File: config.mk
export PLATFORM = sky130hd
export DESIGN_NAME = uart_rx
export DESIGN_NICKNAME = d
export VERILOG_FILES = /design/src/rtl/uart_rx.sv
export SDC_FILE = /design/constraint.sdc
export NUM_CORES = 1
export LEC_CHECK = 0
export CORE_MARGIN = 2
export CORE_UTILIZATION = 60
export CTS_BUF_LIST = sky130_fd_sc_hd__clkbuf_4 sky130_fd_sc_hd__clkbuf_8
export CTS_CLUSTER_DIAMETER = 40
export DETAILED_ROUTE_END_ITERATION = 6
export MAX_ROUTING_LAYER = met4
export PLACE_DENSITY = 0.79
export SYNTH_ARGS = -nofsm -noshare
export SYNTH_HDL_FRONTEND = slang
export SYNTH_SLANG_ARGS = --single-unit
export TNS_END_PERCENT = 5
File: constraint.sdc
create_clock -name clk -period 7.1 [get_ports clk]
set_clock_uncertainty 0.2 [all_clocks]
set_input_delay 1.42 -clock clk [delete_from_list [all_inputs] [get_ports clk]]
set_output_delay 1.42 -clock clk [all_outputs]
set_load 0.05 [all_outputs]
File: src/rtl/uart_rx.sv
// uart_rx: 8N1 serial receiver with fractional-rate bit timing.
//
// A phase accumulator adds uartRate every clk and ticks when it crosses
// clockRate, so any clockRate/uartRate ratio (>= 4) is handled without
// drift across a frame. The accumulator is preloaded with clockRate/2 on the
// start edge so every tick lands at a bit centre.
//
// Ports:
//   clk        in   sole clock, rising edge
//   rst        in   synchronous active-high reset
//   uart       in   asynchronous serial line, idle high
//   available  out  one-cycle strobe, data holds a freshly received byte
//   data       out  last correctly framed byte
`timescale 1ns/1ps
module uart_rx #(
    parameter int clockRate = 76_800_000,
    parameter int uartRate  = 12_000_000
) (
    input  logic       clk,
    input  logic       rst,
    input  logic       uart,
    output logic       available,
    output logic [7:0] data
);

    // Wide enough for acc + uartRate < 2*clockRate.
    localparam int              AW     = $clog2(2 * longint'(clockRate) + 1);
    localparam logic [AW-1:0]   CLK_W  = AW'(clockRate);
    localparam logic [AW-1:0]   RATE_W = AW'(uartRate);
    localparam logic [AW-1:0]   HALF_W = AW'(clockRate / 2);

    typedef enum logic [1:0] {IDLE, START, DATA, STOP} state_t;

    state_t        state_q;
    logic          sync1_q, sync2_q;
    logic [1:0]    warm_q;
    logic          armed_q;
    logic [AW-1:0] acc_q;
    logic [AW-1:0] acc_d;
    logic [AW-1:0] acc_sum;
    logic          tick;
    logic [2:0]    idx_q;
    logic [7:0]    shift_q;
    logic          available_q;
    logic [7:0]    data_q;
    logic          line;

    assign line      = sync2_q;
    assign available = available_q;
    assign data      = data_q;

    always_comb begin
        acc_sum = acc_q + RATE_W;
        tick    = 1'b0;
        acc_d   = acc_sum;
        if (acc_sum >= CLK_W) begin
            tick  = 1'b1;
            acc_d = acc_sum - CLK_W;
        end
    end

    always_ff @(posedge clk) begin
        if (rst) begin
            state_q     <= IDLE;
            sync1_q     <= 1'b1;
            sync2_q     <= 1'b1;
            warm_q      <= 2'b00;
            armed_q     <= 1'b0;
            acc_q       <= '0;
            idx_q       <= 3'd0;
            shift_q     <= 8'h00;
            available_q <= 1'b0;
            data_q      <= 8'h00;
        end else begin
            sync1_q     <= uart;
            sync2_q     <= sync1_q;
            // warm_q[1] marks the point where the synchronizer holds real
            // line samples rather than its reset value; until then a low line
            // must not look like a start edge.
            warm_q      <= {warm_q[0], 1'b1};
            available_q <= 1'b0;

            case (state_q)
                IDLE: begin
                    // armed_q means "line seen high", so a start needs a
                    // genuine high-to-low transition (also after framing
                    // errors and reset).
                    if (armed_q && !line) begin
                        state_q <= START;
                        acc_q   <= HALF_W;
                        armed_q <= 1'b0;
                    end else if (warm_q[1] && line) begin
                        armed_q <= 1'b1;
                    end
                end
                START: begin
                    acc_q <= acc_d;
                    if (tick) begin
                        if (line) begin
                            state_q <= IDLE;
                        end else begin
                            state_q <= DATA;
                            idx_q   <= 3'd0;
                        end
                    end
                end
                DATA: begin
                    acc_q <= acc_d;
                    if (tick) begin
                        shift_q[idx_q] <= line;
                        idx_q          <= idx_q + 3'd1;
                        if (idx_q == 3'd7) state_q <= STOP;
                    end
                end
                STOP: begin
                    acc_q <= acc_d;
                    if (tick) begin
                        // Leave at mid stop bit so a back-to-back start edge
                        // is still caught.
                        state_q <= IDLE;
                        if (line) begin
                            data_q      <= shift_q;
                            available_q <= 1'b1;
                        end
                    end
                end
                default: state_q <= IDLE;
            endcase
        end
    end

endmodule

Word-level counts from Yosys, hierarchy flattened
Index checks and enable logic that the tools add are counted.
{ "op_classes": {"n_addsub": 3, "n_mul": 0, "n_div": 0, "order_cmp": 3, "eq_ne": 10, "shifts": 0, "mux": 22, "n_bitwise": 2, "reduce_logical": 14} }
{ "ops": {"columns": ["cell", "count"], "rows": [
  ["28-bit two-way mux", 2],
  ["28-bit one-hot mux with 2 select lines", 1],
  ["28-bit by 24-bit adder with 28-bit output (second input constant)", 1],
  ["28-bit by 27-bit >= comparator with 1-bit output (second input constant)", 1],
  ["28-bit by 27-bit subtractor with 28-bit output (second input constant)", 1],
  ["2-bit two-way mux", 6],
  ["2-bit inequality test (second input constant)", 6],
  ["3-bit two-way mux", 3],
  ["8-bit bitwise mux", 1],
  ["2-bit one-hot mux with 4 select lines", 1],
  ["1-bit two-way mux", 6],
  ["3-bit one-hot mux with 2 select lines", 1],
  ["3-bit OR reduction", 2],
  ["5-bit AND reduction", 1],
  ["2-bit == test (second input constant)", 2],
  ["3-bit by 4-bit < comparator with 1-bit output (second input constant)", 1],
  ["2-bit AND reduction", 2],
  ["4-bit AND reduction", 1],
  ["2-bit nonzero test", 2],
  ["3-bit by 1-bit adder with 3-bit output (second input constant)", 1],
  ["1-bit demux with 3-bit select", 1],
  ["3-bit == test (second input constant)", 1],
  ["3-bit by 1-bit >= comparator with 1-bit output (second input constant)", 1],
  ["1-bit logical AND", 3],
  ["5 further kinds", 6]
]} }
{ "word_totals": {"ff_bits": 55, "latch_bits": 0, "ram_bits": 0, "mem_bits_ro": 0, "input_bits": 3, "out_inout_bits": 9, "wordCells": 65, "mem_count": 0} }

Logic depth before layout (Yosys ltp)
Gate-level depths: netlist of the first run.
{ "logic_depth": {"word_depth": 5, "mapped_depth": 12, "ltp_nobuf": 12} }

Worst setup path after synthesis of the first run
Ideal clock, no wire load.
{ "synth_timing": {"path_type": "reg-to-reg", "startpoint": "register acc_q[8]", "endpoint": "register acc_q[27]", "setup_time_ps": 117, "arrival_time_ps": 2795, "required_time_ps": 6783, "setup_slack_ps": 3988, "path_stages_with_launch": 13, "n_path_buf": 0, "period_less_slack_ps": 3112, "path_cell_list": "dfxtp_1 > inv_1 > ha_1 > nor2b_1 > o21ai_0 > xnor2_1 > ha_1 > a21boi_0 > o31ai_1 > a21oi_1 > nor2_1 > mux2_2 > a32o_1"} }
{ "synth_between": {"elab_chain_len": 4, "elab_cells_between_ends": 5, "classes_between": "add/sub (2); order compare (1); mux (2)"} }
{ "synth_lines": {"columns": ["item", "line", "rtl"], "rows": [
  ["start, declared", "38", "logic [AW-1:0] acc_q;"],
  ["start signal, assigned", "69", "acc_q <= '0;"],
  ["start signal, assigned", "90", "acc_q <= HALF_W;"],
  ["start signal, assigned", "97", "acc_q <= acc_d;"],
  ["28-bit by 24-bit adder with 28-bit output (*)", "53", "acc_sum = acc_q + RATE_W;"],
  ["28-bit by 27-bit subtractor with 28-bit output or 28-bit by 27-bit >= comparator with 1-bit output (tied branches)", "58, 56", null],
  ["28-bit two-way mux (*)", "56", "if (acc_sum >= CLK_W) begin"],
  ["28-bit one-hot mux with 2 select lines (*)", "83", "case (state_q)"]
]} }
Every way passes the cells marked *; elsewhere a longest branch is shown, timed or not.
A chain may end at the register's enable or synchronous reset.

Final worst setup path of the first run
{ "layout_timing": {"startpoint": "register acc_q[8]", "endpoint": "register data_q[6] (netlist: data[6])"} }
{ "layout_between": {"elab_chain_len": 4} }
{ "layout_lines": {"columns": ["item", "line", "rtl"], "rows": [
  ["28-bit by 24-bit adder with 28-bit output", "53", null],
  ["28-bit by 27-bit >= comparator with 1-bit output", "56", null],
  ["1-bit two-way mux", "56", null],
  ["3-bit AND reduction (no line)", null, null],
  ["end signal, assigned", "122", "data_q <= shift_q;"],
  ["end, declared", "45", "logic [7:0] data_q;"]
]} }
Every way passes these cells.

==> out/summary.txt, run 1 <==
RD Place Congestion -> 0.987
Clk sink count -> 47
Worst path cell trace -> inv_1 > ha_1 > nand2b_1 > a21boi_2 > o21ai_0 > a22oi_1 > and2_1 > a31oi_4 > o2111ai_1 > mux2i_1 > nor2_1
Slew @ Worst Pin -> 1.07 ns
Most frequent cells in the layout -> nor2_1 (54), dfxtp_1 (47), nand2_1 (26), o21ai_0 (22)
Rel. slew slack -> 0.286
Syn Nets -> 383
Die ar. -> 5630 sq um
Initial antenna violation count -> 0
Die H -> 75.0 microns
Global Route Usage Sum -> 0.290
Nets -> 383
Synth cell types -> 69
Routed WL -> 7390 microns
Synth Register Bits -> 47
Final TNS setup -> 0 ns
Drt wl/cell -> 16.7 microns
H-Tree Depth -> 2
Max incr delay on CP -> 0.93 ns
TritonCTS Buffers -> 5
Post-layout power -> 0.000902 W
Commonest non-fill, non-tap cell in the layout -> nor2_1
Clock transition at path regs -> 0.09 ns
VDD IR max -> 0.000186 V
Max Slew Vio Count -> 0
DRC Markers -> 0
Asr flop ratio synth -> 0
Via Count -> 2810
Max-Cap Viols -> 0
Post-synth EDFFs -> 0
Die W -> 75.0 microns
Post-layout util -> 0.679
Synth Instances -> 376
# hold bufs at CTS -> 0
CP Class -> register to register
Fmax -> 243 MHz
Clk_lat worst skew -> 0.30 ns
Met2 Wirelength -> 3440 microns
DRT Pass-1 Iters -> 5
Post-CTS sizing -> 0
Vias per cell -> 6.34
Worst Setup End Kind -> register
RSZ-0062 raised after global routing -> false
Hold Vio Cnt, Final -> 0
Crit path max fanout -> 16
Initial Utilization -> 0.632
I/O Buffers -> 11
Filler instances -> 415
Final HPWL DP -> 5140 microns
CTS tree -> done
ANT nets after route -> 0
Ratio of total power to cell area -> 277 nW/um^2
CORE AREA -> 4790 sq um
Boundary Pins -> 12
Top layer in use -> met4
Top_reg_cell synth -> dfxtp_1
Hold WC Path Type -> register to register
First-pass GRT wire length -> 12400 microns
DRT iter0 DRCs -> 214
ANT cells -> 0
Yosys warns -> 0
CP required -> 7.07 ns
Share of post-route cells with drive strength above 1 -> 0.0878
Clock Tree Buf Depth -> 2
CP max-delay cell -> o2111ai_1
Seq/Total Area, Yosys -> 0.311
Rows -> 25
Clock root buffer -> clkbuf_8
Area added between synthesis and finish -> 7.36%
Setup-failing EPs final -> 0
Crit start category -> register
Status -> finished, final reports clean
Largest net degree at the start of global routing -> 39
Post-Route M1 WL -> 3300 microns
Final period util -> 0.579
Post-layout minimum cycle time -> 4.11 ns
Post-synthesis cell area -> 3030 sq um
WP data arrival -> 4.08 ns
LEAKAGE -> 1.21 nW
DR WL met3 -> 467 microns
Vias in the first global route -> 2677
Total global routing overflow -> 0
Setup bufs post-CTS -> 0
Internal reg-to-reg setup slack -> 2.99 ns
Syn_area_per_cell -> 8.05 sq um
## critical path: cells and delay by family (launching register included)
family          cells  cell delay (ns)
simple gates        3             0.55
flops               1             0.40
mux                 1             0.28
compound gates      5             2.26
fa+ha+maj           1             0.23
buf+inv             1             0.06
## kinds of logic (layout without fill, tap and decap cells)
group,count (synthesis),in the layout,share of synthesized area
and+or+nand+nor,144,144,0.227
AOI/OAI and AO/OA,112,112,0.282
DFF,47,47,0.311
buffers and inverters,33,33,0.0504
muxes,19,19,0.0632
xor gates and xnor gates,17,17,0.0492
adders and majority gates,4,4,0.0165
## state kept, by name, summed over array words and instances (netlist names)
register / count
idx_q: 3
state_q: 2
data: 8
armed_q: 1
line: 1
acc_q: 20
shift_q: 8
available: 1
sync1_q: 1
warm_q: 2
## area by class of cell
type	count	area, sq um	area share
clock buffers	5	68.8	0.0212
clock inverters	2	37.5	0.0116
inverters	10	37.5	0.0116
multi-input cells	296	1930	0.595
flip-flops and latches	47	941	0.290
well taps	67	83.8	0.0258
repair buffers	16	148	0.0454
## per-stage QoR
stage,std cells,cell area [sq um],setup slack [ns],hold slack (ns)
after global routing,443,3250,2.61,0.218
after floorplan,376,3030,3.99,0.189
after CTS,443,3250,3.00,0.215
final,443,3250,2.99,0.215
after detailed placement,436,3140,3.03,0.194
after global placement,436,3140,3.23,0.192
## metal layers
metal | vias up | GRT usage
met2 | 109 | 0.454
met3 | 18 | 0.0415
met5 | - | -
met1 | 1304 | 0.377
met4 | 0 | 0.117
li1 | 1379 | -
## power breakdown
| group | internal (W) | total (W) | switching, W |
|---|---|---|---|
| sequential | 0.000292 | 0.000347 | 0.0000554 |
| combinational | 0.000133 | 0.000358 | 0.000226 |
| clock | 0.000103 | 0.000196 | 0.0000930 |
| total | 0.000528 | 0.000902 | 0.000374 |
## path summary, 6_finish.rpt
check,from,depth (start not counted),to
max,acc_q[8]$_SDFFE_PP0P_,11,data[6]$_SDFFE_PP0P_
min,sync1_q$_SDFF_PP1_,1,line$_SDFF_PP1_
max reg2reg,acc_q[8]$_SDFFE_PP0P_,11,data[6]$_SDFFE_PP0P_
min reg2reg,sync1_q$_SDFF_PP1_,1,line$_SDFF_PP1_
## cell usage after synthesis (all sizes together), types with 6 or more instances
| master | instances | area share |
|---|---|---|
| inv | 10 | 0.012 |
| o211ai | 16 | 0.041 |
| xnor2 | 13 | 0.038 |
| nor2 | 54 | 0.067 |
| dfxtp | 47 | 0.31 |
| or2 | 8 | 0.017 |
| nand3 | 6 | 0.0099 |
| a21oi | 18 | 0.031 |
| nand4 | 6 | 0.012 |
| clkbuf | 13 | 0.016 |
| o21ai | 26 | 0.045 |
| mux2i | 18 | 0.060 |
| nor3 | 18 | 0.030 |
| nand2 | 27 | 0.034 |
| buf | 10 | 0.022 |
(Power assumes the default switching activity.)
==> run 2, diff against run 1 <==
--- a/config.mk
+++ b/config.mk
@@ -6,12 +6,12 @@
 export NUM_CORES = 1
 export LEC_CHECK = 0
 export CORE_MARGIN = 2
-export CORE_UTILIZATION = 60
+export CORE_UTILIZATION = 57
 export CTS_BUF_LIST = sky130_fd_sc_hd__clkbuf_4 sky130_fd_sc_hd__clkbuf_8
 export CTS_CLUSTER_DIAMETER = 40
 export DETAILED_ROUTE_END_ITERATION = 6
 export MAX_ROUTING_LAYER = met4
-export PLACE_DENSITY = 0.79
+export PLACE_DENSITY = 0.78
 export SYNTH_ARGS = -nofsm -noshare
 export SYNTH_HDL_FRONTEND = slang
 export SYNTH_SLANG_ARGS = --single-unit
==> constraint.sdc (replaced) <==
create_clock -name clk -period 3.5 [get_ports clk]
set_clock_uncertainty 0.2 [all_clocks]
set_input_delay 0.7 -clock clk [delete_from_list [all_inputs] [get_ports clk]]
set_output_delay 0.7 -clock clk [all_outputs]
set_load 0.05 [all_outputs]
==> out/summary.txt, run 2 (same netlist as run 1, synthesis figures left out) <==
Status -> finished, final reports clean
Rows -> 26
Post-layout power -> 0.00200 W
Share of post-route cells with drive strength above 1 -> 0.133
Worst Setup End Kind -> register
CP Class -> register to register
Hold endpoint -> line$_SDFF_PP1_
Sequential power share -> 0.345
Clock Tree Buf Depth -> 2
Most frequent cells in the layout -> nor2_1 (54), dfxtp_1 (47), nand2_1 (26), o21ai_0 (21), buf_4 (20)
Largest net degree at the start of global routing -> 34
Fin area -> 3430 sq um
Reg-to-Reg Start -> acc_q[8]$_SDFFE_PP0P_
Combinational fraction of design power -> 0.407
Number of flip-flops in the largest register -> 20
Crit start category -> register
ANT cells -> 0
Biggest register -> acc_q
Clock transition at path regs -> 0.10 ns
Filler instances -> 435
Initial Utilization -> 0.593
Die H -> 76.9 microns
Hold WC Path Type -> register to register
Final Worst Setup Slack -> 0.135 ns
H-Tree Depth -> 2
Routed WL -> 7410 microns
Global Route Usage Sum -> 0.267
CP required -> 3.51 ns
Slew @ Worst Pin -> 0.620 ns
Boundary Pins -> 12
TritonCTS Buffers -> 5
Net Switching -> 0.000802 W
I/O Buffers -> 11
Vias per cell -> 6.34
Hold Vio Cnt, Final -> 0
Via Count -> 2930
Hold Startpoint -> sync1_q$_SDFF_PP1_
Ratio of total power to cell area -> 582 nW/um^2
Nets -> 398
DRT iter0 DRCs -> 365
Fmax -> 297 MHz
WP data arrival -> 3.37 ns
Worst reg2reg endpoint -> acc_q[20]$_SDFFE_PP0P_
Final period util -> 0.962
CTS tree -> done
Clock share of power -> 0.248
First-pass GRT wire length -> 12500 microns
Commonest non-fill, non-tap cell in the layout -> nor2_1
Vias in the first global route -> 2649
Clk sink count -> 47
Die W -> 76.9 microns
LEAKAGE -> 1.31 nW
Die ar. -> 5910 sq um
Total global routing overflow -> 0
Clock root buffer -> clkbuf_8
RD Place Congestion -> 0.983
Setup bufs post-CTS -> 0
DRC Markers -> 0
Switching share of power -> 0.401
Final hold slack -> 0.216 ns
DRT Pass-1 Iters -> 5
Placement Setup Slack -> 0.116 ns
Drt wl/cell -> 16.0 microns
Initial antenna violation count -> 0
Worst reg2reg path depth -> 11
CORE AREA -> 5110 sq um
Hold path depth -> 1
Post-layout minimum cycle time -> 3.37 ns
Internal reg-to-reg setup slack -> 0.13 ns
Max-Cap Viols -> 0
ANT nets after route -> 0
Final TNS setup -> 0 ns
Max Slew Vio Count -> 0
P_int -> 0.00120 W
Setup-failing EPs final -> 0
VDD IR max -> 0.000339 V
Clk_lat worst skew -> 0.31 ns
Crit path max fanout -> 9
Rel. slew slack -> 0.585
Post-DP Area -> 3260 sq um
Area added between synthesis and finish -> 13.4%
Final HPWL DP -> 5350 microns
==> run 2: worst max-delay path by stage <==
stage	start	endpoint	slack [ns]	cells past startpoint
6_report	acc_q[8]$_SDFFE_PP0P_	acc_q[20]$_SDFFE_PP0P_	0.13	11
3_5_place_dp	acc_q[8]$_SDFFE_PP0P_	acc_q[15]$_SDFFE_PP0P_	0.12	11
2_1_floorplan	acc_q[8]$_SDFFE_PP0P_	acc_q[27]$_SDFFE_PP0P_	0.39	12
3_3_place_gp	acc_q[8]$_SDFFE_PP0P_	acc_q[15]$_SDFFE_PP0P_	0.21	11
4_1_cts	acc_q[8]$_SDFFE_PP0P_	shift_q[6]$_SDFFE_PP0P_	0.08	12
5_1_grt	acc_q[8]$_SDFFE_PP0P_	acc_q[20]$_SDFFE_PP0P_	-0.01	11
==> run 2: area by class of cell <==
cell class / instances / area, sq um / share of cell area
multi-input cells: 296 / 1970 / 0.573
flip-flops and latches: 47 / 941 / 0.274
repair buffers: 31 / 260 / 0.0758
well taps: 70 / 87.6 / 0.0255
clock inverters: 3 / 71.3 / 0.0208
clock buffers: 5 / 68.8 / 0.0200
inverters: 10 / 37.5 / 0.0109
==> run 2: critical path: stages (launching register included) <==
cell	delay, ns
dfxtp_1	0.41
inv_1	0.06
ha_1	0.23
nand2b_1	0.23
a21boi_4	0.31
nor2_1	0.08
or3b_1	0.45
nor2_1	0.36
nor4_1	0.12
a2111oi_1	0.52
a2111o_1	0.24
o21ai_2	0.05
==> run 2: per-stage QoR <==
step                       util  std cells
after detailed placement  0.638        454
after global placement    0.638        454
after floorplan               -        376
final                     0.672        462
after global routing      0.672        462
after CTS                 0.666        462
==> run 2: metal layers <==
layer	global-route usage	share of wire
met1	0.349	0.45
met5	-	0
met2	0.414	0.46
met3	0.0353	0.062
met4	0.118	0.028
==> run 2: what timing repair did <==
item                       CTS  global route
hold buffers                 0             0
setup endpoints to repair    0            35
gates resized for setup      0             7
==> run 2: power groups by stage <==
stage	combinational, W	clock, W	sequential [W]
4_1_cts	0.000780	0.000503	0.000686
3_3_place_gp	0.000757	0	0.000697
3_5_place_dp	0.000773	0	0.000699
5_1_grt	0.000893	0.000524	0.000699
2_1_floorplan	0.000649	0	0.000643
6_report	0.000814	0.000496	0.000689
